[config.mk]
export PLATFORM = sky130hd
export DESIGN_NAME = fp16_acc_drain_ctrl
export DESIGN_NICKNAME = d
export VERILOG_FILES = /design/src/rtl/fp16_tpu_pkg.sv /design/src/rtl/fp16_drain_shadow_bank.sv /design/src/rtl/fp16_acc_drain_ctrl.sv
export SDC_FILE = /design/constraint.sdc
export NUM_CORES = 1
export LEC_CHECK = 0
export BUFFER_PORTS_ARGS = -buffer_cell sky130_fd_sc_hd__buf_2
export CAP_MARGIN = 20
export CORE_ASPECT_RATIO = 1.75
export CORE_MARGIN = 8
export CORE_UTILIZATION = 50
export CTS_BUF_LIST = sky130_fd_sc_hd__clkbuf_16
export DETAILED_ROUTE_END_ITERATION = 10
export HOLD_SLACK_MARGIN = 0.03
export PLACE_DENSITY = 0.73
export SYNTH_ARGS = -nofsm -noshare
export SYNTH_HDL_FRONTEND = slang
export SYNTH_HIERARCHICAL = 1
export SYNTH_SLANG_ARGS = --single-unit
[constraint.sdc]
create_clock -name clk -period 2.69 [get_ports clk]
set_input_delay 0.4035 -clock clk [delete_from_list [all_inputs] [get_ports clk]]
set_output_delay 0.4035 -clock clk [all_outputs]
set_load 0.005 [all_outputs]
[src/rtl/fp16_tpu_pkg.sv]
// Shared types and constants for the FP16 PE-row drain controller.
//   FP16_WIDTH / FP16_ZERO : FP16 word width and positive-zero encoding
//   drain_state_t          : tile sequencer state encoding
//   fp16_is_neg()          : sign-bit test used by the optional ReLU on readout
package fp16_tpu_pkg;

  localparam int unsigned FP16_WIDTH = 16;
  localparam logic [FP16_WIDTH-1:0] FP16_ZERO = 16'h0000;

  typedef enum logic [2:0] {
    ST_IDLE    = 3'd0,
    ST_ACCUM   = 3'd1,
    ST_FLUSH   = 3'd2,
    ST_CAPTURE = 3'd3,
    ST_DRAIN   = 3'd4
  } drain_state_t;

  // Sign bit alone decides: covers -0, negative Inf and negative NaN too.
  function automatic logic fp16_is_neg(input logic [FP16_WIDTH-1:0] w);
    return w[FP16_WIDTH-1];
  endfunction

endpackage

[src/rtl/fp16_drain_shadow_bank.sv]
// Shadow capture registers for one PE row plus the column read mux.
// Ports:
//   clk, rst   : clock, synchronous active-high reset (clears all words)
//   load       : capture every column of load_data this cycle
//   load_data  : NUM_COLS packed FP16 words, column c at [16c+15:16c]
//   sel        : column index for rd_data
//   rd_data    : shadow word of column sel
module fp16_drain_shadow_bank
  import fp16_tpu_pkg::*;
#(
  parameter  int unsigned NUM_COLS = 8,
  localparam int unsigned COL_W    = $clog2(NUM_COLS)
) (
  input  logic                           clk,
  input  logic                           rst,
  input  logic                           load,
  input  logic [NUM_COLS*FP16_WIDTH-1:0] load_data,
  input  logic [COL_W-1:0]               sel,
  output logic [FP16_WIDTH-1:0]          rd_data
);

  logic [FP16_WIDTH-1:0] shadow [NUM_COLS];

  // Capture the whole row in one edge.
  always_ff @(posedge clk) begin
    if (rst) begin
      for (int c = 0; c < int'(NUM_COLS); c++) shadow[c] <= FP16_ZERO;
    end else if (load) begin
      for (int c = 0; c < int'(NUM_COLS); c++) shadow[c] <= load_data[c*FP16_WIDTH +: FP16_WIDTH];
    end
  end

  assign rd_data = shadow[sel];

endmodule

[src/rtl/fp16_acc_drain_ctrl.sv]
// Tile sequencer and result reader for one row of FP16 MAC PEs.
// Runs a K_DEPTH accumulation, flushes the PEs, captures all NUM_COLS results
// and streams them one word per valid/ready transfer.
// Optional feature: define FP16_DRAIN_RELU_EN to zero any word whose sign bit is set.
// Ports:
//   clk, rst                      : clock, synchronous active-high reset
//   start                         : tile request, honoured only when idle
//   mac_enable, acc_clear         : PE row controls
//   acc_in                        : PE acc_out bus, column c at [16c+15:16c]
//   out_valid/out_ready           : readout handshake
//   out_data, out_col, out_last   : readout word, its column, last-column flag
//   busy                          : high whenever not idle
//   tile_done                     : one-cycle pulse after the last transfer
module fp16_acc_drain_ctrl
  import fp16_tpu_pkg::*;
#(
  parameter  int unsigned NUM_COLS = 8,
  parameter  int unsigned K_DEPTH  = 16,
  localparam int unsigned CNT_W    = $clog2(K_DEPTH + 1),
  localparam int unsigned COL_W    = $clog2(NUM_COLS)
) (
  input  logic                           clk,
  input  logic                           rst,
  input  logic                           start,
  output logic                           mac_enable,
  output logic                           acc_clear,
  input  logic [NUM_COLS*FP16_WIDTH-1:0] acc_in,
  output logic                           out_valid,
  input  logic                           out_ready,
  output logic [FP16_WIDTH-1:0]          out_data,
  output logic [COL_W-1:0]               out_col,
  output logic                           out_last,
  output logic                           busy,
  output logic                           tile_done
);

  localparam logic [COL_W-1:0] LAST_COL = COL_W'(NUM_COLS - 1);
  localparam logic [CNT_W-1:0] LAST_CNT = CNT_W'(K_DEPTH - 1);

  drain_state_t          state, next_state;
  logic [CNT_W-1:0]      cnt, cnt_d;
  logic [COL_W-1:0]      idx_d;
  logic [FP16_WIDTH-1:0] rd_data, out_data_d;
  logic                  xfer;
  logic                  mac_enable_d, acc_clear_d, out_valid_d, out_last_d;
  logic                  busy_d, tile_done_d;

  function automatic logic [FP16_WIDTH-1:0] drain_word(input logic [FP16_WIDTH-1:0] w);
`ifdef FP16_DRAIN_RELU_EN
    return fp16_is_neg(w) ? FP16_ZERO : w;
`else
    return w;
`endif
  endfunction

  assign xfer = out_valid & out_ready;

  fp16_drain_shadow_bank #(.NUM_COLS(NUM_COLS)) u_bank (
    .clk       (clk),
    .rst       (rst),
    .load      (state == ST_CAPTURE),
    .load_data (acc_in),
    .sel       (idx_d),
    .rd_data   (rd_data)
  );

  // State register.
  always_ff @(posedge clk) begin
    if (rst) state <= ST_IDLE;
    else     state <= next_state;
  end

  // Next-state logic.
  always_comb begin
    next_state = state;
    unique case (state)
      ST_IDLE:    if (start) next_state = ST_ACCUM;
      ST_ACCUM:   if (cnt == LAST_CNT) next_state = ST_FLUSH;
      ST_FLUSH:   next_state = ST_CAPTURE;
      ST_CAPTURE: next_state = ST_DRAIN;
      ST_DRAIN:   if (xfer && out_last) next_state = ST_IDLE;
      default:    next_state = ST_IDLE;
    endcase
  end

  // Output decode: values for the coming cycle, registered below.
  // Readout word is fetched one cycle ahead; on the capture edge the shadow
  // regs are not yet loaded, so column 0 comes straight from acc_in.
  always_comb begin
    cnt_d        = cnt;
    idx_d        = out_col;
    out_data_d   = out_data;
    mac_enable_d = (next_state == ST_ACCUM) || (next_state == ST_FLUSH);
    acc_clear_d  = ((state == ST_IDLE) && (next_state == ST_ACCUM)) || (next_state == ST_FLUSH);
    out_valid_d  = (next_state == ST_DRAIN);
    busy_d       = (next_state != ST_IDLE);
    tile_done_d  = xfer && out_last;

    if (state == ST_IDLE)       cnt_d = '0;
    else if (state == ST_ACCUM) cnt_d = cnt + CNT_W'(1);

    if (state == ST_CAPTURE) begin
      idx_d      = '0;
      out_data_d = drain_word(acc_in[FP16_WIDTH-1:0]);
    end else if (xfer) begin
      idx_d      = out_last ? '0 : out_col + COL_W'(1);
      out_data_d = out_last ? FP16_ZERO : drain_word(rd_data);
    end

    out_last_d = (next_state == ST_DRAIN) && (idx_d == LAST_COL);
  end

  // Registered outputs and counters.
  always_ff @(posedge clk) begin
    if (rst) begin
      cnt        <= '0;
      mac_enable <= 1'b0;
      acc_clear  <= 1'b0;
      out_valid  <= 1'b0;
      out_data   <= FP16_ZERO;
      out_col    <= '0;
      out_last   <= 1'b0;
      busy       <= 1'b0;
      tile_done  <= 1'b0;
    end else begin
      cnt        <= cnt_d;
      mac_enable <= mac_enable_d;
      acc_clear  <= acc_clear_d;
      out_valid  <= out_valid_d;
      out_data   <= out_data_d;
      out_col    <= idx_d;
      out_last   <= out_last_d;
      busy       <= busy_d;
      tile_done  <= tile_done_d;
    end
  end

endmodule

======== Word level (Yosys, flattened, before mapping) ========
Memory sizes are Yosys's and may differ from the RTL's.
Cells that the tools add are included.
word-level totals
  bits in registers ....................... 33
  memories kept ........................... 1
  output and inout port bits .............. 25
  input bits .............................. 132
  logic and storage cells ................. 63
  RAM bits ................................ 128
memory list
  name           depth  bits a word  read ports  clocked after Yosys merged registers in  write ports  RTL line                      source
  u_bank.shadow  8      16           1           0                                        8            fp16_drain_shadow_bank.sv:22  logic [FP16_WIDTH-1:0] shadow [NUM_COLS];
operators by class
  equality and inequality tests ........... 9
  $add $sub $neg .......................... 2
  mux-type cells .......................... 23
  bitwise operators ....................... 9
  reduce and logical (&&, ||, !) cells .... 9
operator list
  cell                   count
  $mux W16               11
  $mux W3                6
  $pmux W3 S5            1
  $eq A3 B2 Y1 const B   3
  $eq A3 B3 Y1 const B   3
  $or A1 B1 Y1           8
  $eq A3 B1 Y1 const B   2
  $add A5 B1 Y5 const B  1
  $eq A5 B4 Y1 const B   1
  $mux W1                5
  $add A3 B1 Y3 const B  1
  $logic_and A1 B1 Y1    3
  $logic_not A3 Y1       1
  $reduce_bool A3 Y1     1
  $logic_or A1 B1 Y1     2
  $reduce_bool A2 Y1     1
  $reduce_or A2 Y1       1
  $and A1 B1 Y1          1

======== Logic depth before layout (Yosys ltp) ========
An unclocked memory read counts as a cell.
  depth in word-level cells ............... 8
  mapped depth ............................ 13
  gate-level depth less buffers ........... 10

======== Hierarchy ========
The synthesis kept the hierarchy.
modules (own cells, without submodules)
  module                  cells each  area each (um^2)  times used  seq. area each (um^2)
  fp16_drain_shadow_bank  328         5776.8            1           3843.7
  fp16_acc_drain_ctrl     184         1681.6            1           660.6

======== Worst setup path before layout ========
Ideal clock, no wire load.
  kind .................................... register -> register
  start ................................... register state[1]
  end ..................................... memory u_bank.shadow[0][0], enable pin
  library setup time ...................... 0.433 ns
  clock period less this slack ............ 2.913 ns
  arrival ................................. 2.480 ns
  stages on the path, launching flop included .. 7
  required time ........................... 2.257 ns
  path buffers ............................ 2
  slack ................................... -0.223 ns
  path through ............................ dfxtp_1 buf_6 nand2_1 or2_4 inv_2 buf_4 or2_2
RTL lines
  element                 RTL line                      source
  from (decl)             fp16_acc_drain_ctrl.sv:40     drain_state_t state, next_state;
  from (signal assigned)  fp16_acc_drain_ctrl.sv:70     else state <= next_state;
  to (decl)               fp16_drain_shadow_bank.sv:22

======== Final worst setup path ========
  start ................................... register out_col[0]
  end ..................................... register out_data[15]
between the ends
  longest elaborated chain between the ends .. 8
ends and longest elaborated chain
  element                 RTL line                    source
  from (decl)             fp16_acc_drain_ctrl.sv:31   output logic [COL_W-1:0] out_col,
  from (signal assigned)  fp16_acc_drain_ctrl.sv:131  out_col <= idx_d;
  $add A3 B1 Y3           fp16_acc_drain_ctrl.sv:106  idx_d = out_last ? '0 : out_col + COL_W'(1);
  $mux W3                 fp16_acc_drain_ctrl.sv:106
  $mux W3 *               fp16_acc_drain_ctrl.sv:105  end else if (xfer) begin
  $mux W3 *               fp16_acc_drain_ctrl.sv:102  if (state == ST_CAPTURE) begin
  $mem_v2 Z8 W16 *        n/a
  via rd_data[15]         fp16_acc_drain_ctrl.sv:43   logic [FP16_WIDTH-1:0] rd_data, out_data_d;
  $mux W16 *              fp16_acc_drain_ctrl.sv:107  out_data_d = out_last ? FP16_ZERO : drain_word(rd_data);
  $mux W16 *              fp16_acc_drain_ctrl.sv:105
  $mux W16 *              fp16_acc_drain_ctrl.sv:102
  to (signal assigned)    fp16_acc_drain_ctrl.sv:130  out_data <= out_data_d;
  to (decl)               fp16_acc_drain_ctrl.sv:30   output logic [FP16_WIDTH-1:0] out_data,
Mark *: on every way through the listed nets, which the timed path passes. The rest lies on a longest branch. The select of a mux whose other input is x is not followed.
A chain may end at the register's enable or synchronous reset.

==> impl_metrics.toml <==
[global_route]
grt_use_total = 0.184
grt_pass1_vias = 5173
grt_max_degree = 89
grt_pass1_wl_microns = 26700
grt_overflow = 0
antenna_found_initial = 0

[floorplan]
die_h_microns = 178
die_w_microns = 108
io_pins = 157
fp.dieArea_sq_mm = 0.0192
std_cell_rows = 59
core_area_sq_mm = 0.0148
start_util = 0.505

[worst_setup_path]
critPathSlowestCell = "nor2_4"
critPathMaxStageDelay_ns = 0.47
start_kind = "flip-flop"
timing_worst_setup_path_type = "flip-flop to flip-flop"
cp-end-kind = "flip-flop"
path_max_fanout = 16
crit_chain = "ha_1 > nor2_1 > o21a_1 > a21oi_2 > nor2_4 > mux4_2 > mux2_2 > nor3b_1 > a211oi_1 > nor3_2"
required_ns = 2.96
crit_arrival_ns = 2.86

[sta]
drv_slew = 0
skew_ns = 0.0114
fin_crit_sh = 0.964
worst_hold_slack_ns = 0.261
worst_pin_slew_ns = 0.768
max-slew-margin-rel = 0.488
setup_slack_ns = 0.0979
fin_crit_ns = 2.59
max_freq_mhz = 386
rsz0062_at_grt = "yes"
setup_viol = 0
finalHoldViolCount = 0

[clock_tree]
htree_levels = 4
cts.sinks = 161
clk_pin_slew_worst_paths_ns = 0.06
worstSkewPairLatency_ns = 0.41
cts_buffer_depth = 2
root_buffer = "clkbuf_16"
cts_inserted_buffers = 17
cts_tree = "yes"
holdBufCountCts = 0

[pwr]
p_leak_nw = 3.67
peakVddDrop_uv = 404
power_density_mw_per_mm2 = 594

[status]
status = "finished, final reports clean"

[yosys]
synth_edf_count = 128
async_reset_ff_frac = 0
synth.distinct_cells = 40
mappedNetlistArea_sq_mm = 0.00746
syn_inst = 512
synth_warnings = 6
synthFlopType = "edfxtp_1"
syn_nets = 647
ys_seq_area_frac = 0.604
ys_ff_latch = 161
syn_area_per_cell_sq_um = 14.6

[place]
place_hpwl_microns = 12000
gp_congestion = 0.793
place_ws_ns = -0.403
io_buffers = 156
dpl-instance-area_sq_mm = 0.00850

[route]
first_iter_violations = 255
drc = 0
viasPerCell = 5.41
ant_nets = 0
vias = 4709
wl_per_cell_microns = 20.0
drtPass1Iterations = 6
wirelength_microns = 17400

[layout]
final_nets = 809
area_growth_pct = 23.0
stdcell_area_sq_mm = 0.00917
postLayoutCoreUtil = 0.621
antenna_cells = 0
drive_gt1_frac = 0.421

[hold_path]
hold_class = "input port to flip-flop"

[flow_run]
drv_cap = 0
layer usage:
metal | track usage | wire (microns) | vias to the layer above | part of all wire
met4 | 0.0889 | 389 | 0 | 0.022
met3 | 0.0407 | 1090 | 24 | 0.063
met2 | 0.321 | 9310 | 171 | 0.54
met5 | 0 | 0 | - | 0
li1 | - | - | 2208 | -
met1 | 0.205 | 6570 | 2306 | 0.38
placed cells by master, fill, tap and decap left out, drive strengths merged, types with 4 or more instances in the layout:
cell type / instances
a21oi: 13
nand2: 5
clkbuf: 17
and2: 96
a211oi: 17
edfxtp: 128
nor3: 23
nor2b: 33
inv: 9
buf: 180
dfxtp: 33
nor2: 35
nand3: 4
clkinv: 7
or2: 4
mux2: 17
nor3b: 18
mux4: 32
worst max-delay path, delay by kind of cell, from the launching register on:
family / cells / cell delay [ns]
muxes: 2 / 0.65
adders and majority gates: 1 / 0.21
DFF: 1 / 0.31
and+or+nand+nor: 4 / 0.78
AOI/OAI and AO/OA: 3 / 0.49
per-stage QoR:
stage / instances / power (mW) / TNS, ns
final: 870 / 5.45 / 0
after floorplan: 512 / 2.94 / 0
after global routing: 870 / 5.62 / -0.108
after detailed placement: 834 / 3.10 / -5.28
after CTS: 870 / 5.50 / 0
after global placement: 834 / 3.08 / -3.76
power by group:
| part | leakage [nW] | switching, mW | internal (mW) |
|---|---|---|---|
| Sequential | 1.58 | 0.0252 | 2.77 |
| Clock | 0.297 | 0.951 | 1.45 |
| Combinational | 1.78 | 0.122 | 0.129 |
| Total | 3.67 | 1.10 | 4.35 |
worst paths after layout:
path	depth (start not counted)	to	start	slack, ns
min reg2reg	2	cnt[4]	cnt[4]	0.46
max reg2reg	10	out_data[15]	out_col[0]	0.1
max	10	out_data[15]	out_col[0]	0.1
min	2	u_bank/shadow[3][9]	acc_in[57]	0.26
synthesized netlist by cell type (5+ instances only):
| library cell | count | area, sq um |
|---|---|---|
| and2_1 | 96 | 601 |
| clkbuf_1 | 18 | 67.6 |
| nor2_1 | 25 | 93.8 |
| buf_2 | 6 | 30.0 |
| nor2b_1 | 33 | 206 |
| nand2_1 | 5 | 18.8 |
| mux2_2 | 17 | 191 |
| a21oi_1 | 11 | 55.1 |
| mux4_1 | 28 | 736 |
| nor3b_1 | 17 | 128 |
| buf_6 | 6 | 67.6 |
| edfxtp_1 | 128 | 3840 |
| nor3_2 | 16 | 160 |
| nor2_4 | 8 | 90.1 |
| dfxtp_1 | 33 | 661 |
| a211oi_1 | 17 | 128 |
| nor3_1 | 7 | 35.0 |
repair_timing:
item,CTS,global route
pin swaps,12,7
cloned,2,0
hold endpoints to repair,0,0
buffers inserted,2,1
setup endpoints to repair,16,16
gates resized for setup,10,18
kinds of logic (layout without fill, tap and decap cells):
kind of cell,count (synthesis),after routing,synth area share
AND/OR/NAND/NOR,224,225,0.194
flip-flops,161,161,0.604
multiplexers,49,49,0.136
buffers and inverters,42,216,0.0309
AO/OA/AOI/OAI,33,33,0.0295
adder cells (fa/ha/maj),3,3,0.00503
cell type report:
class / instances / area, sq um
clock buffers: 17 / 425
multi-input cells: 310 / 2790
flip-flops and latches: 161 / 4510
well taps: 183 / 229
repair buffers: 180 / 1040
clock inverters: 15 / 166
fillers: 1159 / 5590
inverters: 4 / 15.0
flip-flops by register name, indices dropped and copies added, names as in the netlist:
name,count
acc_clear,1
busy,1
cnt,5
mac_enable,1
out_col,3
out_data,16
out_last,1
out_valid,1
state,3
tile_done,1
u_bank/shadow,128
No activity file was read; power rests on OpenSTA's default activity.
